## src/rtl/crc_mm_engine_if.sv

```systemverilog
// Register-window bus for crc_mm_engine: strobed host reads/writes plus the result mirror output.
// The host side uses the master modport, the engine the slave modport.
interface crc_mm_engine_if;
  logic        swr;
  logic        srd;
  logic [16:0] saddress;
  logic [31:0] sdata_in;
  logic [31:0] sdata_out;
  logic [31:0] gpio_out;

  modport master (output swr, srd, saddress, sdata_in, input sdata_out, gpio_out);
  modport slave  (input swr, srd, saddress, sdata_in, output sdata_out, gpio_out);
endinterface

```

## src/rtl/crc_mm_engine.sv

```systemverilog
// Bus-mapped CRC-32 / CRC-32C engine: byte FIFO, IDLE/LOAD/SHIFT/FINAL sequencer, status and result registers.
// Optional feature CRC_GPIO_MIRROR_EN: when defined, gpio_out mirrors RESULT; otherwise gpio_out is tied to 0.
module crc_mm_engine #(
  parameter logic [16:0] ADDR_BASE    = 17'h00680,
  parameter int          DEPTH        = 16,
  parameter int          BITS_PER_CLK = 1
) (
  input  logic           clk,
  input  logic           n_reset,
  crc_mm_engine_if.slave bus
);
  localparam int          PW         = (DEPTH > 1) ? $clog2(DEPTH) : 1;
  localparam int          CW         = $clog2(DEPTH) + 1;
  localparam logic [3:0]  SHIFT_LAST = 4'(8 / BITS_PER_CLK - 1);
  localparam logic [31:0] POLY_CRC32  = 32'hEDB88320;
  localparam logic [31:0] POLY_CRC32C = 32'h82F63B78;
  localparam logic [16:0] A_IN     = ADDR_BASE;
  localparam logic [16:0] A_STATE  = ADDR_BASE + 17'h8;
  localparam logic [16:0] A_RESULT = ADDR_BASE + 17'h10;
  localparam logic [16:0] A_CTRL   = ADDR_BASE + 17'h18;

  typedef enum logic [1:0] {S_IDLE, S_LOAD, S_SHIFT, S_FINAL} state_t;

  // Reflected (LSB-first) fold of BITS_PER_CLK message bits into the CRC register.
  function automatic logic [31:0] crc_fold(input logic [31:0] crc, input logic [7:0] data,
                                           input logic [31:0] poly);
    logic [31:0] c;
    c = crc;
    for (int i = 0; i < BITS_PER_CLK; i++) begin
      if (c[0] ^ data[i]) c = (c >> 1) ^ poly;
      else                c = c >> 1;
    end
    return c;
  endfunction

  state_t      state_q, state_d;
  logic [PW-1:0] wr_ptr_q, wr_ptr_d, rd_ptr_q, rd_ptr_d;
  logic [CW-1:0] count_q, count_d;
  logic [3:0]  bit_cnt_q, bit_cnt_d;
  logic [31:0] crc_q, crc_d;
  logic [7:0]  shreg_q, shreg_d;
  logic [31:0] result_q, result_d;
  logic        done_q, done_d;
  logic        err_q, err_d;
  logic        mode_q, mode_d;
  logic [31:0] sdata_out_q, sdata_out_d;
  logic [7:0]  mem [DEPTH];
  logic        push_en;
`ifdef CRC_GPIO_MIRROR_EN
  logic [31:0] gpio_q, gpio_d;
`endif

  logic        busy, full, empty, wr_in, wr_ctrl;
  logic [7:0]  cmd;
  logic [31:0] poly, status;
  logic [23:0] unused_wdata;

  assign busy    = (state_q != S_IDLE);
  assign full    = (count_q == CW'(DEPTH));
  assign empty   = (count_q == '0);
  assign wr_in   = bus.swr && (bus.saddress == A_IN);
  assign wr_ctrl = bus.swr && (bus.saddress == A_CTRL);
  assign cmd     = bus.sdata_in[7:0];
  assign poly    = mode_q ? POLY_CRC32C : POLY_CRC32;
  assign status  = {16'(count_q), 10'b0, mode_q, err_q, empty, full, done_q, busy};
  assign unused_wdata = bus.sdata_in[31:8];

  always_comb begin
    state_d     = state_q;
    wr_ptr_d    = wr_ptr_q;
    rd_ptr_d    = rd_ptr_q;
    count_d     = count_q;
    bit_cnt_d   = bit_cnt_q;
    crc_d       = crc_q;
    shreg_d     = shreg_q;
    result_d    = result_q;
    done_d      = done_q;
    err_d       = err_q;
    mode_d      = mode_q;
    push_en     = 1'b0;
`ifdef CRC_GPIO_MIRROR_EN
    gpio_d      = gpio_q;
`endif
    sdata_out_d = sdata_out_q;

    // Reads sample the pre-edge state, so a read never sees the effect of a same-cycle write.
    if (bus.srd) begin
      case (bus.saddress)
        A_STATE:  sdata_out_d = status;
        A_RESULT: sdata_out_d = result_q;
        default:  sdata_out_d = '0;
      endcase
    end

    if (wr_ctrl && cmd == 8'h0A) begin
      state_d  = S_IDLE;
      wr_ptr_d = '0;
      rd_ptr_d = '0;
      count_d  = '0;
      result_d = '0;
      done_d   = 1'b0;
      err_d    = 1'b0;
`ifdef CRC_GPIO_MIRROR_EN
      gpio_d   = '0;
`endif
    end else begin
      if (wr_in) begin
        if (full || busy) begin
          err_d = 1'b1;
        end else begin
          push_en  = 1'b1;
          wr_ptr_d = wr_ptr_q + 1'b1;
          count_d  = count_q + 1'b1;
        end
      end
      if (wr_ctrl && !busy) begin
        if (cmd == 8'h0C) mode_d = 1'b0;
        if (cmd == 8'h0D) mode_d = 1'b1;
      end

      // Pushes are only accepted in IDLE and pops only happen in LOAD, so count never moves both ways.
      case (state_q)
        S_IDLE: begin
          if (wr_ctrl && cmd == 8'h0B) begin
            crc_d   = 32'hFFFF_FFFF;
            done_d  = 1'b0;
            state_d = empty ? S_FINAL : S_LOAD;
          end
        end
        S_LOAD: begin
          shreg_d   = mem[rd_ptr_q];
          rd_ptr_d  = rd_ptr_q + 1'b1;
          count_d   = count_q - 1'b1;
          bit_cnt_d = '0;
          state_d   = S_SHIFT;
        end
        S_SHIFT: begin
          crc_d     = crc_fold(crc_q, shreg_q, poly);
          shreg_d   = shreg_q >> BITS_PER_CLK;
          bit_cnt_d = bit_cnt_q + 1'b1;
          if (bit_cnt_q == SHIFT_LAST) state_d = empty ? S_FINAL : S_LOAD;
        end
        default: begin
          result_d = ~crc_q;
          done_d   = 1'b1;
`ifdef CRC_GPIO_MIRROR_EN
          gpio_d   = ~crc_q;
`endif
          state_d  = S_IDLE;
        end
      endcase
    end
  end

  always_ff @(posedge clk or negedge n_reset) begin
    if (!n_reset) begin
      state_q     <= S_IDLE;
      wr_ptr_q    <= '0;
      rd_ptr_q    <= '0;
      count_q     <= '0;
      bit_cnt_q   <= '0;
      result_q    <= '0;
      done_q      <= 1'b0;
      err_q       <= 1'b0;
      mode_q      <= 1'b0;
      sdata_out_q <= '0;
`ifdef CRC_GPIO_MIRROR_EN
      gpio_q      <= '0;
`endif
    end else begin
      state_q     <= state_d;
      wr_ptr_q    <= wr_ptr_d;
      rd_ptr_q    <= rd_ptr_d;
      count_q     <= count_d;
      bit_cnt_q   <= bit_cnt_d;
      result_q    <= result_d;
      done_q      <= done_d;
      err_q       <= err_d;
      mode_q      <= mode_d;
      sdata_out_q <= sdata_out_d;
`ifdef CRC_GPIO_MIRROR_EN
      gpio_q      <= gpio_d;
`endif
    end
  end

  // Datapath storage is always overwritten before use, so it carries no reset.
  always_ff @(posedge clk) begin
    crc_q   <= crc_d;
    shreg_q <= shreg_d;
    if (push_en) mem[wr_ptr_q] <= bus.sdata_in[7:0];
  end

  assign bus.sdata_out = sdata_out_q;
`ifdef CRC_GPIO_MIRROR_EN
  assign bus.gpio_out  = gpio_q;
`else
  assign bus.gpio_out  = '0;
`endif
endmodule

```

## src/flat_wrapper.sv

```systemverilog
// flat-port wrapper written by rule: the top's interface ports become plain ports
module crc_mm_engine_flat 
#(
  parameter logic [16:0] ADDR_BASE    = 17'h00680,
  parameter int          DEPTH        = 16,
  parameter int          BITS_PER_CLK = 1
)
  (clk, n_reset, bus_swr, bus_srd, bus_saddress, bus_sdata_in, bus_sdata_out, bus_gpio_out);
  crc_mm_engine_if bus_i ();
  input  logic clk;
  input  logic n_reset;
  input wire logic [$bits(bus_i.swr)-1:0] bus_swr;
  input wire logic [$bits(bus_i.srd)-1:0] bus_srd;
  input wire logic [$bits(bus_i.saddress)-1:0] bus_saddress;
  input wire logic [$bits(bus_i.sdata_in)-1:0] bus_sdata_in;
  output wire logic [$bits(bus_i.sdata_out)-1:0] bus_sdata_out;
  output wire logic [$bits(bus_i.gpio_out)-1:0] bus_gpio_out;
  assign bus_i.swr = bus_swr;
  assign bus_i.srd = bus_srd;
  assign bus_i.saddress = bus_saddress;
  assign bus_i.sdata_in = bus_sdata_in;
  assign bus_sdata_out = bus_i.sdata_out;
  assign bus_gpio_out = bus_i.gpio_out;
  crc_mm_engine #(.ADDR_BASE(ADDR_BASE), .DEPTH(DEPTH), .BITS_PER_CLK(BITS_PER_CLK)) u_core (.clk(clk), .n_reset(n_reset), .bus(bus_i));
endmodule
```

## config.mk

```make
export PLATFORM = sky130hd
export DESIGN_NAME = crc_mm_engine_flat
export DESIGN_NICKNAME = d
export VERILOG_FILES = /design/src/rtl/crc_mm_engine_if.sv /design/src/rtl/crc_mm_engine.sv /design/src/flat_wrapper.sv
export SDC_FILE = /design/constraint.sdc
export NUM_CORES = 1
export LEC_CHECK = 0
export ABC_AREA = 0
export CAP_MARGIN = 20
export CORE_MARGIN = 1
export CORE_UTILIZATION = 55
export DETAILED_ROUTE_END_ITERATION = 8
export PLACE_DENSITY = 0.78
export SYNTH_ARGS = -nofsm -noshare
export SYNTH_HDL_FRONTEND = slang
export SYNTH_SLANG_ARGS = --single-unit
export TNS_END_PERCENT = 30
```

## constraint.sdc

```tcl
create_clock -name clk -period 3.5 [get_ports clk]
set_clock_uncertainty 0.2 [all_clocks]
set_input_delay 0.7 -clock clk [delete_from_list [all_inputs] [get_ports clk]]
set_output_delay 0.7 -clock clk [all_outputs]
set_load 0.01 [all_outputs]
```

==> flow_summary.toml, run 1 <==
[outcome]
status = "finished, final reports clean"

[placement]
dp_hpwl_um = 13600
post-place-cells = 1059
dp_slack_ns = 0.288
io_buffers = 60
gp_congestion = 0.797

[grt]
grtUsageTotal_pct = 21.5
antenna_found_initial = 0
grt_max_degree = 53
first_global_vias = 6352
gr-total-overflow = 0
grt_pass1_wl_um = 33300

[yosys]
syn-mean-instance-area_sq_um = 14.6
ys_ff_latch = 254
ys_types = 53
synthCells = 738
syn-cell-area_sq_um = 10800
synth-edff-count = 168
synth_top_flop_cell = "edfxtp_1"
synth_top_area_share_pct = 46.7
ys_seq_area_share_pct = 66.7
ys_warn_count = 0
synth_area_leaders = "edfxtp_1, dfrtp_1, mux4_2"
yosys.area.top_type = "edfxtp_1"
async_flop_share_pct = 33.9

[critical_path]
slowest_delay_ns = 0.45
ff2ff_path_depth = 5
crit_chain = "clkdlybuf4s50_1, nor3b_1, nand4_2, nor3_2, buf_4, nand2_1, nor3_1, buf_4"
critPathMostFrequentCell = "buf_4"
cp-start-kind = "primary input"
cp_data_required_time_ns = 3.52
cp_top_family = "simple AND/OR/NAND/NOR gates"
crit_fanout = 8
crit_slowest_cell = "clkdlybuf4s50_1"
cp_num_buf_inv = 3
cp_data_arrival_time_ns = 2.75
crit_cells = 8
crit_type = "primary input to register"
end_kind = "register"

[layout]
antennaDiodeCount = 0
syn_to_final_growth_pct = 16.9
layout_commonest_cell = "edfxtp_1"
mostFrequentLayoutCells = "edfxtp_1, dfrtp_1, nor2_1"
nFillCells = 1264
drive_above_1_share_pct = 16.5
fin_cells = 1107
layout.nets = 894

[floorplan]
pin_count = 117
start_util_pct = 57.0
dieArea_sq_um = 20200
die_x_um = 142
die_h_um = 142
core_area_sq_um = 19000
num_rows = 50

[clock_network]
path_clk_slew_ns = 0.06
cts.path.max_buffers = 3
cts_setup_buffers = 0
cts_tree = "built"
clock-sinks = 254
numCtsBuffers = 26
root_buffer = "clkbuf_16"
hold_buffers = 0
clock_latency_ns = 0.52
cts_resized = 0
htree_levels = 1

[timing]
rsz0062_at_grt = "no"
slew_headroom_pct = 30.6
fmax_mhz = 367
finalCriticalPeriod_ns = 2.72
holdWs_ns = 0.0192
tightest_slew_ns = 1.04
setup_violations = 0
worst_slack_ns = 0.776
fin_tns_setup_ns = 0
finalCritPeriodShare_pct = 77.8
finalMaxSlewViolations = 0
hold_violations = 0

[route]
post-route-drc-count = 0
drt_wl_total_um = 20700
vias_per_cell = 5.60
dr.first_iter.drc_count = 479
ant_nets = 0
dr_total_vias = 6200
drtPass1Iterations = 5
detail_route.wl_per_cell_um = 18.7

[power]
p_leak_uw = 0.00467
ir_worst_vdd_uv = 475
finalPower_uw = 8850
powerDensity_nw_per_um2 = 702

[job]
cap_violations = 0

[min_path]
hp-class = "primary input to asynchronous set/reset pin"
-- per-layer routing --
metal,GRT usage [%],vias up,wire length [um]
met2,36.8,257,10400
met3,2.62,33,1190
li1,-,2811,-
met5,0,-,0
met4,7.07,0,478
met1,28.6,3099,8600
-- kinds of logic after synthesis --
family | count (synthesis) | share of synthesized area [%]
simple gates | 170 | 7.83
mux | 65 | 9.95
compound gates | 95 | 6.14
fa+ha+maj | 14 | 1.69
flops | 254 | 66.7
buf+inv | 107 | 5.03
xor+xnor | 32 | 2.67
other cells | 1 | 0.0347
-- cell type report --
cell class	instances	area, sq um	area share, %
Inverter	38	143	1.13
Clock inverter	12	66.3	0.525
Tap cell	260	325	2.58
Timing Repair Buffer	99	916	7.26
Clock buffer	36	781	6.19
Multi-Input combinational cell	408	3190	25.3
Sequential cell	254	7200	57.0
-- synthesized netlist by cell type, types with 4 or more instances --
| master | number |
|---|---|
| a211oi_1 | 19 |
| a21oi_1 | 13 |
| a22o_1 | 22 |
| a22oi_1 | 9 |
| buf_1 | 5 |
| buf_2 | 11 |
| buf_4 | 34 |
| clkbuf_1 | 19 |
| dfrtp_1 | 86 |
| edfxtp_1 | 168 |
| ha_1 | 13 |
| inv_1 | 38 |
| mux2_2 | 9 |
| mux2i_1 | 23 |
| mux4_2 | 33 |
| nand2_1 | 51 |
| nand2b_1 | 6 |
| nand3_1 | 7 |
| nand4_1 | 4 |
| nor2_1 | 63 |
| nor2b_1 | 7 |
| nor3_1 | 8 |
| nor3_2 | 4 |
| o21ai_0 | 12 |
| o21ai_1 | 5 |
| o22ai_1 | 7 |
| xnor2_1 | 20 |
| xor2_1 | 11 |
-- power breakdown --
group          internal (uW)  total (uW)  switching, uW  leakage [uW]
sequential              3670        4040            367       0.00257
clock                   1560        2650           1090      0.000423
combinational           1030        2170           1140       0.00168
-- registers in the layout, summed over array words and instances, names as in the netlist --
signal,flops
u_core.mode_q,1
u_core.err_q,1
u_core.bus.sdata_out,32
u_core.done_q,1
u_core.shreg_q,8
u_core.rd_ptr_q,4
u_core.bit_cnt_q,4
u_core.crc_q,32
u_core.mem,128
u_core.count_q,5
u_core.result_q,32
u_core.state_q,2
u_core.wr_ptr_q,4
-- metrics by stage --
stage	area, sq um	utilization [%]
after floorplan	10900	-
after global placement	11800	62.1
after detailed placement	11800	62.1
after CTS	12600	66.6
after global routing	12600	66.6
final	12600	66.6
-- path summary, 6_finish.rpt --
path                                                 from                              endpoint  slack, ns
max in group asynchronous                         n_reset       u_core.result_q[31]$_DFFE_PN0P_       2.35
setup / recovery                          bus_saddress[7]            u_core.mem[3][4]$_DFFE_PP_       0.78
setup reg to reg           u_core.rd_ptr_q[0]$_DFFE_PN0P_           u_core.shreg_q[5]$_DFFE_PP_       1.01
hold / removal                                    n_reset  u_core.bus.sdata_out[25]$_DFFE_PN0P_       0.02
min in group clk            u_core.crc_q[8]$_SDFFCE_PN1P_        u_core.result_q[8]$_DFFE_PN0P_       0.25
hold reg to reg             u_core.crc_q[8]$_SDFFCE_PN1P_        u_core.result_q[8]$_DFFE_PN0P_       0.25
-- worst reg2reg max path, cell delays in order, from the launching register on --
cell	delay [ns]
dfrtp_2	0.64
buf_4	0.32
mux4_2	0.55
mux2_2	0.30
o22ai_1	0.13
a21oi_1	0.06
Power figures use the tool's default switching activity.
==> run 2, diff against run 1 <==
--- a/config.mk
+++ b/config.mk
@@ -8,9 +8,9 @@
 export ABC_AREA = 0
 export CAP_MARGIN = 20
 export CORE_MARGIN = 1
-export CORE_UTILIZATION = 55
+export CORE_UTILIZATION = 51
 export DETAILED_ROUTE_END_ITERATION = 8
-export PLACE_DENSITY = 0.78
+export PLACE_DENSITY = 0.76
 export SYNTH_ARGS = -nofsm -noshare
 export SYNTH_HDL_FRONTEND = slang
 export SYNTH_SLANG_ARGS = --single-unit
==> constraint.sdc (replaced) <==
create_clock -name clk -period 2.3 [get_ports clk]
set_clock_uncertainty 0.2 [all_clocks]
set_input_delay 0.46 -clock clk [delete_from_list [all_inputs] [get_ports clk]]
set_output_delay 0.46 -clock clk [all_outputs]
set_load 0.01 [all_outputs]
==> flow_summary.toml, run 2 (same netlist as run 1, synthesis figures left out) <==
[route]
dr_total_vias = 6430
drt_wl_total_um = 22300
detail_route.wl_per_cell_um = 19.2
dr.first_iter.drc_count = 460
drtPass1Iterations = 5
ant_nets = 0
post-route-drc-count = 0
vias_per_cell = 5.53

[grt]
antenna_found_initial = 0
grt_max_degree = 50
grtUsageTotal_pct = 21.3
grt_pass1_wl_um = 35700
first_global_vias = 6596
gr-total-overflow = 0

[timing]
worst_slack_ns = -0.00900
finalCritPeriodShare_pct = 100
finalMaxSlewViolations = 0
hold_violations = 0
holdWs_ns = 0.261
slew_headroom_pct = 51.1
fin_tns_setup_ns = -0.00900
setup_violations = 1
rsz0062_at_grt = "yes"
fmax_mhz = 433
finalCriticalPeriod_ns = 2.31
tightest_slew_ns = 0.733

[clock_network]
path_clk_slew_ns = 0.06
clock-sinks = 254
htree_levels = 1
cts.path.max_buffers = 3
numCtsBuffers = 25
root_buffer = "clkbuf_16"
clock_latency_ns = 0.52
cts_tree = "built"

[layout]
layout_commonest_cell = "edfxtp_1"
antennaDiodeCount = 0
largest-register = "u_core.mem"
drive_above_1_share_pct = 24.4
mostFrequentLayoutCells = "edfxtp_1, dfrtp_1, buf_4"
largest_reg_flops = 128
layout.nets = 942
syn_to_final_growth_pct = 24.7

[power]
finalPower_uw = 14300
p_leak_uw = 0.00500
ir_worst_vdd_uv = 580
powerDensity_nw_per_um2 = 1060

[min_path]
hp-class = "primary input to asynchronous set/reset pin"

[outcome]
status = "finished with violations"
violations = "setup timing"

[floorplan]
start_util_pct = 52.7
core_area_sq_um = 20500
num_rows = 52
dieArea_sq_um = 21800
pin_count = 117
die_h_um = 148
die_x_um = 148

[placement]
gp_congestion = 0.784
io_buffers = 60
dp_hpwl_um = 14800
dp_slack_ns = -0.496

[critical_path]
cp_data_arrival_time_ns = 2.53
end_kind = "register"
ff2ff_path_depth = 9
crit_fanout = 5
r2r-start = "u_core.count_q[1]$_DFFE_PN0P_"
cp_data_required_time_ns = 2.52
cp-startpoint = "u_core.count_q[1]$_DFFE_PN0P_"
crit_type = "register to register"
cp-start-kind = "register"

[job]
cap_violations = 0
run 2: changes by cell type in the layout (fill, tap and decap cells not counted), moves of 5 or more:
cell,delta
nor2_1,-12
nor3_1,-5
buf_12,+20
nor2_4,+7
nor2_2,+5
buf_4,+26
run 2: timing repair:
item | 4_1_cts | 5_1_grt
endpoints found under the setup margin | 90 | 123
cloned | 0 | 0
gates resized for setup | 3 | 15
pin swaps | 1 | 3
hold buffers | 1 | 0
setup buffers | 2 | 0
hold endpoints to repair | 37 | 0
run 2: final cells by class:
class                      instances  area (sq um)
timing repair buffer             148          1540
inverter                          38           143
sequential                       254          7200
clock buffer                      29           693
clock inverter                    16           181
fill                            1389          7030
multi-input combinational        408          3360
tap                              270           338
run 2: worst max-delay path, stage by stage, from the launching register on:
cell and delay (ns):
dfrtp_1 0.39, or4_4 0.56, o21ai_2 0.20, nor3_2 0.06
buf_4 0.16, buf_4 0.15, nor2_2 0.09, buf_4 0.15
nor2b_1 0.05, a211oi_1 0.20
run 2: worst paths after layout:
| path | to | slack, ns |
|---|---|---|
| max reg2reg | u_core.count_q[1]$_DFFE_PN0P_ | -0.009 |
| min | u_core.bus.sdata_out[26]$_DFFE_PN0P_ | 0.26 |
| min in group clk | u_core.result_q[14]$_DFFE_PN0P_ | 0.28 |
| max in group asynchronous | u_core.bus.sdata_out[21]$_DFFE_PN0P_ | 1.05 |
| max | u_core.count_q[1]$_DFFE_PN0P_ | -0.009 |
| min reg2reg | u_core.result_q[14]$_DFFE_PN0P_ | 0.28 |
run 2: per-stage QoR:
stage	instances	util, %	instance area [sq um]
3_5_place_dp	1115	60.9	12500
2_1_floorplan	769	-	11000
3_3_place_gp	1115	60.9	12500
4_1_cts	1163	65.4	13400
6_report	1163	65.7	13500
5_1_grt	1163	65.7	13500
run 2: power breakdown:
group	internal (uW)	switching, uW	leakage [uW]
Combinational	1960	2020	0.00199
Sequential	5590	427	0.00257
Clock	2610	1690	0.000440
run 2: per-layer routing:
metal  global-route usage (%)  up-vias  part of all wire, %
li1                         -     2919                    -
met1                     28.6     3216                   41
met2                     35.8      247                   51
met3                     3.09       48                  5.9
met4                     7.16        0                  2.7
met5                        0        -                    0
==> run 3, diff against run 2 <==
--- a/config.mk
+++ b/config.mk
@@ -5,7 +5,7 @@
 export SDC_FILE = /design/constraint.sdc
 export NUM_CORES = 1
 export LEC_CHECK = 0
-export ABC_AREA = 0
+export ABC_CLOCK_PERIOD_IN_PS = 2300
 export CAP_MARGIN = 20
 export CORE_MARGIN = 1
 export CORE_UTILIZATION = 51
==> results of run 3 <==
Final layout, timing and power as in run 2 (identical DEF).
